<file path="src/rtl/writeback_arbiter.sv">
// writeback_arbiter
// Merges ALU (port A) and mult/div (port B) writebacks onto the single
// register file write port. Port B requests are buffered in a small
// circular FIFO. Port A has priority over port B.
// Optional feature macro: WB_STARVE_GUARD_EN. When it is defined, port B
// gets a forced grant after its head entry has waited STARVE_LIMIT cycles.
// When it is undefined, port A always has priority and a_ready is tied high.

module writeback_arbiter #(
    parameter int B_DEPTH      = 4,
    parameter int STARVE_LIMIT = 4
) (
    input  logic                       clock,
    input  logic                       ctrl_reset_n,

    input  logic                       a_valid,
    output logic                       a_ready,
    input  logic [4:0]                 a_reg,
    input  logic [31:0]                a_data,

    input  logic                       b_valid,
    output logic                       b_ready,
    input  logic [4:0]                 b_reg,
    input  logic [31:0]                b_data,

    output logic                       ctrl_writeEnable,
    output logic [4:0]                 ctrl_writeReg,
    output logic [31:0]                data_writeReg,

    output logic [$clog2(B_DEPTH):0]   b_count
);

    localparam int PTR_W = $clog2(B_DEPTH);
    localparam int CNT_W = PTR_W + 1;
    localparam logic [CNT_W-1:0] FULL_COUNT = CNT_W'(B_DEPTH);

    // Reject configurations the pointer arithmetic and the 4-bit starve counter cannot handle
    generate
        if ((B_DEPTH < 2) || ((B_DEPTH & (B_DEPTH - 1)) != 0)) begin : gBadDepth
            $error("writeback_arbiter: B_DEPTH must be a power of 2 and at least 2");
        end
        if ((STARVE_LIMIT < 1) || (STARVE_LIMIT > 15)) begin : gBadLimit
            $error("writeback_arbiter: STARVE_LIMIT must be in 1..15");
        end
    endgenerate

    // FIFO storage and bookkeeping
    logic [4:0]       fifoReg_q  [B_DEPTH];
    logic [31:0]      fifoData_q [B_DEPTH];
    logic [PTR_W-1:0] wrPtr_q, wrPtr_d;
    logic [PTR_W-1:0] rdPtr_q, rdPtr_d;
    logic [CNT_W-1:0] count_q, count_d;

    // Output register state
    logic             writeEnable_q, writeEnable_d;
    logic [4:0]       writeReg_q,    writeReg_d;
    logic [31:0]      writeData_q,   writeData_d;

    // Handshake and arbitration
    logic             fifoNotEmpty;
    logic             fifoPush;
    logic             fifoPop;
    logic             grantA;
    logic             grantB;

    assign fifoNotEmpty = (count_q != '0);
    assign b_ready      = (count_q != FULL_COUNT);

    // Register 0 is hard-wired zero, so such B requests are handshaken but never stored
    assign fifoPush = b_valid && b_ready && (b_reg != 5'd0);

    assign grantA  = a_valid && a_ready;
    assign grantB  = fifoNotEmpty && !grantA;
    assign fifoPop = grantB;

`ifdef WB_STARVE_GUARD_EN
    localparam logic [3:0] LIMIT = 4'(STARVE_LIMIT);

    logic [3:0] starve_q, starve_d;
    logic       forceB;

    assign forceB  = (starve_q == LIMIT);
    assign a_ready = !forceB;

    // Starve counter: counts cycles the B head waits, saturating at the limit
    always_comb begin
        starve_d = starve_q;
        if (!fifoNotEmpty || grantB) begin
            starve_d = 4'd0;
        end else if (starve_q != LIMIT) begin
            starve_d = starve_q + 4'd1;
        end
    end

    // Starve counter register
    always_ff @(posedge clock or negedge ctrl_reset_n) begin
        if (!ctrl_reset_n) begin
            starve_q <= 4'd0;
        end else begin
            starve_q <= starve_d;
        end
    end
`else
    assign a_ready = 1'b1;
`endif

    // FIFO pointer and occupancy next-state; pointers wrap naturally at the power-of-2 depth
    always_comb begin
        wrPtr_d = wrPtr_q;
        rdPtr_d = rdPtr_q;
        count_d = count_q;
        if (fifoPush) begin
            wrPtr_d = wrPtr_q + 1'b1;
        end
        if (fifoPop) begin
            rdPtr_d = rdPtr_q + 1'b1;
        end
        case ({fifoPush, fifoPop})
            2'b10:   count_d = count_q + 1'b1;
            2'b01:   count_d = count_q - 1'b1;
            default: count_d = count_q;
        endcase
    end

    // FIFO pointer and occupancy registers
    always_ff @(posedge clock or negedge ctrl_reset_n) begin
        if (!ctrl_reset_n) begin
            wrPtr_q <= '0;
            rdPtr_q <= '0;
            count_q <= '0;
        end else begin
            wrPtr_q <= wrPtr_d;
            rdPtr_q <= rdPtr_d;
            count_q <= count_d;
        end
    end

    // FIFO storage; contents are don't-care until written, so no reset is needed
    always_ff @(posedge clock) begin
        if (fifoPush) begin
            fifoReg_q[wrPtr_q]  <= b_reg;
            fifoData_q[wrPtr_q] <= b_data;
        end
    end

    // Select what the write port does next cycle; index and data hold when idle
    always_comb begin
        writeEnable_d = 1'b0;
        writeReg_d    = writeReg_q;
        writeData_d   = writeData_q;
        if (grantA) begin
            if (a_reg != 5'd0) begin
                writeEnable_d = 1'b1;
                writeReg_d    = a_reg;
                writeData_d   = a_data;
            end
        end else if (grantB) begin
            writeEnable_d = 1'b1;
            writeReg_d    = fifoReg_q[rdPtr_q];
            writeData_d   = fifoData_q[rdPtr_q];
        end
    end

    // Registered write port toward the register file
    always_ff @(posedge clock or negedge ctrl_reset_n) begin
        if (!ctrl_reset_n) begin
            writeEnable_q <= 1'b0;
            writeReg_q    <= 5'd0;
            writeData_q   <= 32'd0;
        end else begin
            writeEnable_q <= writeEnable_d;
            writeReg_q    <= writeReg_d;
            writeData_q   <= writeData_d;
        end
    end

    assign ctrl_writeEnable = writeEnable_q;
    assign ctrl_writeReg    = writeReg_q;
    assign data_writeReg    = writeData_q;
    assign b_count          = count_q;

endmodule

</file>
<file path="config.mk">
export PLATFORM = sky130hd
export DESIGN_NAME = writeback_arbiter
export DESIGN_NICKNAME = d
export VERILOG_FILES = /design/src/rtl/writeback_arbiter.sv
export SDC_FILE = /design/constraint.sdc
export NUM_CORES = 1
export LEC_CHECK = 0
export ABC_AREA = 1
export BUFFER_PORTS_ARGS = -buffer_cell sky130_fd_sc_hd__buf_2
export CELL_PAD_IN_SITES_DETAIL_PLACEMENT = 0
export CELL_PAD_IN_SITES_GLOBAL_PLACEMENT = 1
export CORE_MARGIN = 1.5
export CORE_UTILIZATION = 45
export DETAILED_ROUTE_END_ITERATION = 12
export GPL_ROUTABILITY_DRIVEN = 1
export PLACE_DENSITY = 0.79
export SYNTH_ARGS = -nofsm -noshare
export SYNTH_HDL_FRONTEND = slang
export SYNTH_SLANG_ARGS = --single-unit
</file>
<file path="constraint.sdc">
create_clock -name clock -period 6 [get_ports clock]
set_input_delay 0.3 -clock clock [delete_from_list [all_inputs] [get_ports clock]]
set_output_delay 0.3 -clock clock [all_outputs]
set_load 0.05 [all_outputs]
</file>
[After elaboration in Yosys (flattened, before gate mapping)]
Memory sizes are Yosys's and may differ from the RTL's.
Cells that the tools add are included.
Storage, ports and cells
  bits in registers: 45
  memory bits (writable): 148
  input port bits: 78
  output and inout port bits: 43
  word-level logic and storage cells: 38
  memories: 2
Memories
  fifoData_q: depth 4, bits a word 32, read ports 1, clocked after Yosys merged registers in 0, wr ports 1, RTL line 49  | logic [31:0] fifoData_q [B_DEPTH];
  fifoReg_q: depth 4, bits a word 5, read ports 1, clocked after Yosys merged registers in 0, wr ports 1, RTL line 48  | logic [4:0] fifoReg_q [B_DEPTH];
Cells by class
  add/subtract/negate cells: 4
  equal/unequal tests: 4
  muxes and demuxes: 12
  reduce and logical (&&, ||, !) cells: 10
Operators with widths (count)
  $mux W32: 3
  $mux W5: 3
  $reduce_bool A5 Y1: 2
  $pmux W3 S2: 1
  $mux W1: 5
  $add A2 B1 Y2 const B: 2
  $reduce_bool A2 Y1: 2
  $add A3 B1 Y3 const B: 1
  $logic_and A1 B1 Y1: 3
  $ne A3 B3 Y1 const B: 1
  $reduce_bool A3 Y1: 1
  $sub A3 B1 Y3 const B: 1
  $eq A2 B1 Y1 const B: 1
  $eq A2 B2 Y1 const B: 1
  $ne A2 B1 Y1 const B: 1
  $reduce_and A2 Y1: 1
  $logic_not A1 Y1: 1

[Logic depth before layout (Yosys ltp)]
Gate-level depths: netlist of run 1.
  depth after elaboration: 5
  depth in mapped cells: 11
  depth with buffers taken out: 10

[Least setup slack after synthesis of run 1]
OpenSTA, ideal clock, no wires.
  path type: register to register
  start point: reg count_q[0], in the netlist b_count[0]
  end point: mem fifoData_q[0][0] (enable)
  setup time: 0.431 ns
  data arrival time: 3.223 ns
  path slack: 2.346 ns
  cell stages (with the launch flop): 6
  buffers on the path: 0
  clock period less this slack: 3.654 ns
  cells stage by stage: dfrtp_1 inv_1 nand3_1 and2_1 nand2_1 nor2_1
On the way
  word-level cells in the longest chain between the ends: 5
RTL lines
  start, declared: RTL line 52  | logic [CNT_W-1:0] count_q, count_d;
  start signal, assigned: RTL line 134  | count_q <= count_d;
  $ne A3 B3 Y1: RTL line 67  | assign b_ready = (count_q != FULL_COUNT);
  net b_ready: RTL line 22  | output logic b_ready,
  $logic_and A1 B1 Y1 (2 in series): RTL line 70  | assign fifoPush = b_valid && b_ready && (b_reg != 5'd0);
  $mux W1: RTL line 140  | if (fifoPush) begin
  $mux W1 (implied by the code): RTL line 142  | fifoData_q[wrPtr_q] <= b_data;
  end, declared: RTL line 49
The timed path passes the listed nets, and every way through them passes these cells.

[Worst setup path after layout of run 1]
  start point: in a_valid
  end point: reg count_q[2], in the netlist b_count[2]
On the way
  word-level cells in the longest chain between the ends: 4
  elaborated cells on any way between the ends: 6
  those cells by class: 2 x eq/ne; 1 x mux; 3 x reduce/logical
RTL lines
  start, declared: RTL line 16  | input logic a_valid,
  $logic_not A1 Y1 (*): RTL line 73  | assign grantB = fifoNotEmpty && !grantA;
  $logic_and A1 B1 Y1 (*): RTL line 73
  net fifoPop: RTL line 62  | logic fifoPop;
  $eq A2 B1 Y1 / $eq A2 B2 Y1 (equally long branches): RTL line 118  | case ({fifoPush, fifoPop})
  $pmux W3 S2 / $reduce_bool A2 Y1 (equally long branches)
Mark *: on every way through the listed nets, which the timed path passes. The rest lies on a longest branch.
A chain may end at the register's enable or synchronous reset.

==> impl_results.md, run 1 <==
* Critical Path AT at 3.02 ns
* Synthesis Warnings at 0
* Vias in the first global route at 5286
* Max rail drop VDD at 0.000236 V
* Final wirelength at 18000 µm
* Die span in x at 136 µm
* CP startpoint kind: primary input
* First-pass GRT wire length at 27800 µm
* Commonest cells post-synth: nand2_1 (303), nand3_1 (150), edfxtp_1 (148)
* Final min period at 2.68 ns
* PwrDens at 503 nW/µm²
* H-tree levels at 4
* R2r worst-path depth at 10
* Worst hold slack at -0.00388 ns
* I/O pin cnt at 121
* Tcrit/Tclk final at 44.7%
* Sequential share of the synthesized area at 70.0%
* Synthesized area at 7960 µm²
* Syn nets at 820
* Drt drc at 0
* CTS Hold Bufs at 0
* Least-Margin Pin Slew at 0.952 ns
* CTS clk-pin slew, worst paths at 0.07 ns
* Nets at 924
* Clk root buf: clkbuf_16
* Pleak at 0.00401 µW
* Antenna Nets Post-Route at 0
* Total power at 4690 µW
* Routed vias/inst at 5.16
* Setup violations, final at 0
* Initial antenna violation count at 1
* Skew-Pair Late Insertion Delay at 0.43 ns
* Final setup TNS at 0 ns
* Seq cells post-synth at 193
* Core ar. at 17300 µm²
* Req. time, crit path at 6.34 ns
* FFs w/ async S/R, synth at 23.3%
* Fill count at 1488
* TritonRoute pass-1 iters at 5
* Count leader, synth: nand2_1
* TritonCTS clock tree: yes
* Crit path max fanout at 40
* Cells after Synth at 736
* Worst setup path class: in -> reg
* Largest net degree at the start of global routing at 76
* Synth-to-layout area growth at 17.0%
* GR Overflow Total at 0
* Max-slew violations at 0
* Setup repair bufs after CTS at 0
* Fin. Hold Viols at 1
* Total of max-cap violations at 0
* RSZ-0062 raised after global routing: false
* GRT Overall Usage at 20.4%
* Initial Util at 46.0%
* Post-CTS sizing at 0
* Routed wire per std cell at 16.7 µm
* Relative slew slack at 36.6%
* Skew final at 0.0136 ns
* Die area at 18500 µm²
* Overall die height at 136 µm
* Distinct cell type count after synthesis at 25
* DR iter-0 viols at 367
* CTS Sinks at 193
* Worst R2R End: b_count[2]
* Fmax at 0.373 GHz
* R2r startpoint: b_count[0]
* Outcome: complete, but fails checks
* Port buffer count at 119
* Post-synth top flop: edfxtp_1
* Post-synth top area share at 55.8%
* Clock buffer count from CTS at 17
* CTS Buffer Depth at 2
* Setup slack, reg-to-reg at 3.33 ns
* # rows at 48
* Yosys top cell by area: edfxtp_1
* Layout cells sized above 1 at 19.9%
* Top cells by area, synth: edfxtp_1 (56%), nand2_1 (14%), dfrtp_1 (14%), nand3_1 (9.4%), buf_2 (1.6%)
* Failing checks: negative hold slack
* Hpwl dp at 10100 µm
* Number of synthesized flops with an enable pin at 148
* Syn avg cell area at 10.8 µm²
* HP Class: in -> async
* Placer Congestion at 0.727
* Vias at 5569
* Crit. End Element: register
[registers in the layout, summed over array words and instances, names as in the netlist]
register          cells
b_count               3
data_writeReg        32
wrPtr_q               2
rdPtr_q               2
ctrl_writeEnable      1
fifoReg_q            20
ctrl_writeReg         5
fifoData_q          128
[critical path, stage by stage]
cell      delay (ns)
buf_2           0.67
clkinv_1        0.23
nand2_2         0.72
inv_1           0.15
ha_1            0.23
inv_1           0.11
fa_1            0.22
a21oi_1         0.08
o21ai_0         0.11
xor2_1          0.18
[where the power goes]
| part | leakage [µW] | total [µW] | internal (µW) | switching, µW |
|---|---|---|---|---|
| combinational | 0.00182 | 1610 | 400 | 1210 |
| sequential | 0.00190 | 1950 | 1780 | 168 |
| clock | 0.000292 | 1130 | 655 | 472 |
[layer usage]
layer	GRT usage, %	share of wire (%)
met2	34.3	49
met4	6.86	1.5
met5	0	0
met1	26.6	43
met3	3.73	6.3
[worst max path at each step]
stage | from | end | depth (start not counted)
global placement | a_valid | ctrl_writeReg[0] | 6
floorplan | b_count[0] | fifoData_q[0][0] | 5
global route | a_valid | b_count[2] | 10
detailed placement | a_valid | ctrl_writeReg[0] | 6
CTS | a_valid | ctrl_writeReg[0] | 6
finish | a_valid | b_count[2] | 10
[placed cells by master (no fill, tap or decap), types with 3 or more instances in the layout]
cell type	netlist	layout
dfrtp_1	45	43
nor2_4	0	4
clkinv_2	0	4
ha_1	5	5
clkinv_4	0	3
nand2_1	303	302
buf_4	9	9
clkbuf_16	0	17
bufinv_16	0	3
edfxtp_1	148	148
nand3_1	150	150
nor2_1	11	7
inv_1	14	13
buf_2	26	119
[cells by family (layout without fill, tap and decap cells)]
kind of cell	count (synthesis)	count (layout)	share of synthesized area (%)
simple gates	468	468	24.5
xor+xnor	3	3	0.330
compound gates	5	5	0.361
other cells	1	2	0.0471
fa+ha+maj	6	6	1.04
flops	193	193	70.0
mux	1	1	0.126
buf+inv	59	176	3.61
[through the flow]
stage / instances / setup slack (ns) / area, µm² / util (%)
after floorplan: 736 / 2.35 / 7960 / -
after global placement: 1046 / 2.95 / 8720 / 50.4
after detailed placement: 1046 / 2.84 / 8720 / 50.4
after CTS: 1078 / 3.32 / 9320 / 53.9
after global routing: 1079 / 3.05 / 9320 / 53.9
final: 1079 / 3.32 / 9320 / 53.9
[layout make-up]
cell class	instances	area (µm²)	share of cell area, %
Tap cell	225	282	3.02
Clock buffer	18	429	4.61
Inverter	16	60.1	0.644
Multi-Input combinational cell	484	2140	23.0
Timing Repair Buffer	128	663	7.12
Sequential cell	193	5570	59.8
Clock inverter	14	165	1.77
Antenna cell	1	2.50	0.0269
No activity file was read; power rests on OpenSTA's default activity.
==> run 2: changes to the inputs <==
Settings changed: ABC_AREA 1 to 0, PLACE_DENSITY 0.79 to 0.75.
Clock period 6 ns to 2.6 ns, I/O delays scaled along.
==> run 2 against run 1 <==
  * The run now ends clean
  * Via count shrank 18%
  * Sequential power grew 130%
  * Critical path depth grew 1
  * Clock skew shrank 0.0044 ns
  * Sequential share of layout area fell by 2.3 points
  * Synthesized area fell by 1.6%
  * Sequential cell count is the same
  * Setup slack lost 3.2 ns
  * Clock power is 150% higher
  * First-iteration DRC count fell by 41%
  * Synthesized cell count decreased by 35%
  * Power is 130% higher
==> impl_results.md, run 2 <==
* CTS Sinks at 193 (unchanged)
* Max-slew violations at 0 (unchanged)
* Critical Path AT at 2.79 ns (-0.23 ns)
* Grt met1 use at 23.9% (-2.7 points)
* CP max-delay cell: or4_1
* Core ar. at 17200 µm² (-0.69%)
* Outcome: finished, final reports clean
* CTS Hold Bufs at 38 (+38)
* CTS clk-pin slew, worst paths at 0.07 ns (about the same)
* Commonest cells post-synth: edfxtp_1 (148), dfrtp_1 (45), inv_1 (43)
* Most common cell after layout, fill and taps aside: edfxtp_1
* Crit path max fanout at 7 (-83%)
* Drt drc at 0 (unchanged)
* PwrDens at 1140 nW/µm² (+130%)
* Least-Margin Pin Slew at 1.06 ns (+0.105 ns)
* Final setup TNS at 0 ns (unchanged)
* Max FFs per register at 128 (unchanged)
* Synth-to-layout area growth at 23.8%
* Syn nets at 565 (-31%)
* HP Class: in -> reg
* Syn avg cell area at 16.3 µm² (+51%)
* FFs w/ async S/R, synth at 23.3% (unchanged)
* Met2 usage at 31.1% (-3.3 points)
* Synthesized area at 7840 µm² (-1.6%)
* Synthesis Warnings at 0 (unchanged)
* Die area at 18200 µm² (-1.6%)
* Setup slack, reg-to-reg at 0.43 ns (-2.90 ns)
* Fin. Hold Viols at 0 (-1)
* Total of max-cap violations at 0 (unchanged)
* Post-synth top flop: edfxtp_1
* CTS Buffer Depth at 2 (unchanged)
* Largest net degree at the start of global routing at 41 (-46%)
* TritonRoute pass-1 iters at 4 (-1)
* Layout cells sized above 1 at 31.8% (+12 points)
* DR iter-0 viols at 218 (-41%)
* Post-synth top area share at 56.7% (+0.91 points)
* Routed wire per std cell at 18.1 µm (+8.1%)
* Hold Crit Endpoint: wrPtr_q[0]
* R2r worst-path depth at 4 (-6)
* Tcrit/Tclk final at 93.7%
* RSZ-0062 raised after global routing: false
* Seq cells post-synth at 193 (unchanged)
* Sequential share of the synthesized area at 71.1% (+1.1 points)
* Count leader, synth: edfxtp_1
* Final Non-Filler Cells at 876 (-19%)
* Vias in the first global route at 4673 (-12%)
* Initial Util at 45.6% (-0.42 points)
* Hpwl dp at 9470 µm (-6.6%)
* First-pass GRT wire length at 25100 µm (-10%)
* Worst R2R End: fifoData_q[1][18]
* Die span in x at 135 µm (-0.79%)
* # rows at 48 (unchanged)
* CP bufs+invs at 4 (unchanged)
* Pleak at 0.00380 µW (-5.4%)
* Final min period at 2.44 ns
* Worst setup path class: in -> reg
* Post-CTS sizing at 0 (unchanged)
* Hold depth at 3
* Placer Congestion at 0.715 (-1.7%)
* I/O pin cnt at 121 (unchanged)
* Largest stage delay on the critical path at 0.54 ns (-0.18 ns)
* Max rail drop VDD at 0.000843 V (+260%)
* Yosys top cell by area: edfxtp_1
* Skew final at 0.00915 ns (-0.00440 ns)
* Nets at 721 (-22%)
* Number of synthesized flops with an enable pin at 148 (unchanged)
* Req. time, crit path at 2.96 ns (-3.38 ns)
* Top cells by area, synth: edfxtp_1 (57%), dfrtp_1 (14%), mux2i_1 (4.9%), a221oi_1 (4.1%), mux2_4 (3.6%)
* Final wirelength at 15800 µm (-12%)
* Routed vias/inst at 5.20 (+0.70%)
* Register with the most flip-flops: fifoData_q
* Setup WS pre-CTS at 0.251 ns (-2.59 ns)
* Placed cells at 805 (-23%)
* Vias at 4553 (-18%)
* Clk root buf: clkbuf_16
* Delay-heaviest family, CP: buffers and inverters
* GR Overflow Total at 0 (unchanged)
* Skew-Pair Late Insertion Delay at 0.43 ns (about the same)
* Cells after Synth at 481 (-35%)
* Antenna Nets Post-Route at 0 (unchanged)
* CP startpoint kind: primary input
* Initial antenna violation count at 1 (unchanged)
* R2r startpoint: b_count[0]
* Clock buffer count from CTS at 17 (unchanged)
* Distinct cell type count after synthesis at 29 (+16%)
* Port buffer count at 119 (unchanged)
* Crit. End Element: register
* Relative slew slack at 29.6% (-7.0 points)
* Setup repair bufs after CTS at 0 (unchanged)
* Overall die height at 135 µm (-0.79%)
* GRT Overall Usage at 18.5% (-1.9 points)
* M3 GR Usage at 4.13% (+0.40 points)
* Critical-path cell list: dlygate4sd3_1, buf_2, or4_1, o211a_1, inv_1, ha_1, inv_1, fa_1, xor2_1, nor2_1, xor2_1
* H-tree levels at 4 (unchanged)
* Fmax at 0.410 GHz
* Setup violations, final at 0 (unchanged)
* Commonest non-fill, non-tap cells in the layout: edfxtp_1 (148), buf_2 (119), dfrtp_1 (44), inv_1 (43)
* Gr busiest metal: met2
* TritonCTS clock tree: yes
* Hold path start: b_valid
* Final WS setup at 0.163 ns (-3.15 ns)
## run 2: layout make-up
cell class	instances	area, µm²
inverter	43	161
clock inverter	15	206
clock buffer	17	425
antenna	1	2.50
sequential	193	5570
fill	1414	7480
tap	225	282
multi-input combinational	216	1980
timing repair buffer	166	1070
## run 2: worst min-delay path, delay by kind of cell
family,cells,cell delay [ns]
XOR/XNOR,1,0.09
buffers and inverters,1,0.08
AO/OA/AOI/OAI,1,0.26
## run 2: stage by stage
step	cell area [µm²]	total power [µW]	util, %	hold slack [ns]
after floorplan	7850	7320	-	-0.166
after global placement	8680	8200	50.6	0.151
after detailed placement	8680	8300	50.6	0.167
after CTS	9700	11100	56.4	0.150
after global routing	9700	11500	56.5	0.191
final	9700	11000	56.5	0.168
## run 2: worst max path at each step
stage | from | endpoint | slack [ns] | cells past startpoint
after CTS | b_reg[0] | b_count[2] | 0.17 | 11
final | b_reg[0] | b_count[2] | 0.16 | 11
after detailed placement | b_reg[0] | b_count[2] | 0.25 | 10
after floorplan | b_count[2] | b_count[2] | 0.12 | 9
after global placement | b_reg[0] | b_count[2] | 0.34 | 10
after global routing | b_reg[0] | b_count[2] | 0.05 | 11
## run 2: where the power goes
part | total, µW | switching, µW | internal, µW | leakage (µW)
clock network | 2770 | 1150 | 1620 | 0.000293
registers | 4580 | 399 | 4180 | 0.00186
logic | 3660 | 2430 | 1230 | 0.00164
total | 11000 | 3980 | 7030 | 0.00380
## run 2: cells by family (layout without fill, tap and decap cells)
group	count (synthesis)	count (layout)	synth area share, %
flip-flops	193	193	71.1
AO/OA/AOI/OAI	77	77	8.03
multiplexers	76	76	11.2
buffers and inverters	72	241	4.01
AND/OR/NAND/NOR	50	50	3.86
adder cells (fa/ha/maj)	6	6	1.05
XOR/XNOR	6	6	0.671
other	1	2	0.0479
## run 2: layer usage
| layer | part of all wire, % | vias up |
|---|---|---|
| met5 | 0 | - |
| met4 | 1.0 | 0 |
| met3 | 5.1 | 15 |
| met2 | 50 | 120 |
| met1 | 44 | 2280 |
| li1 | - | 2138 |
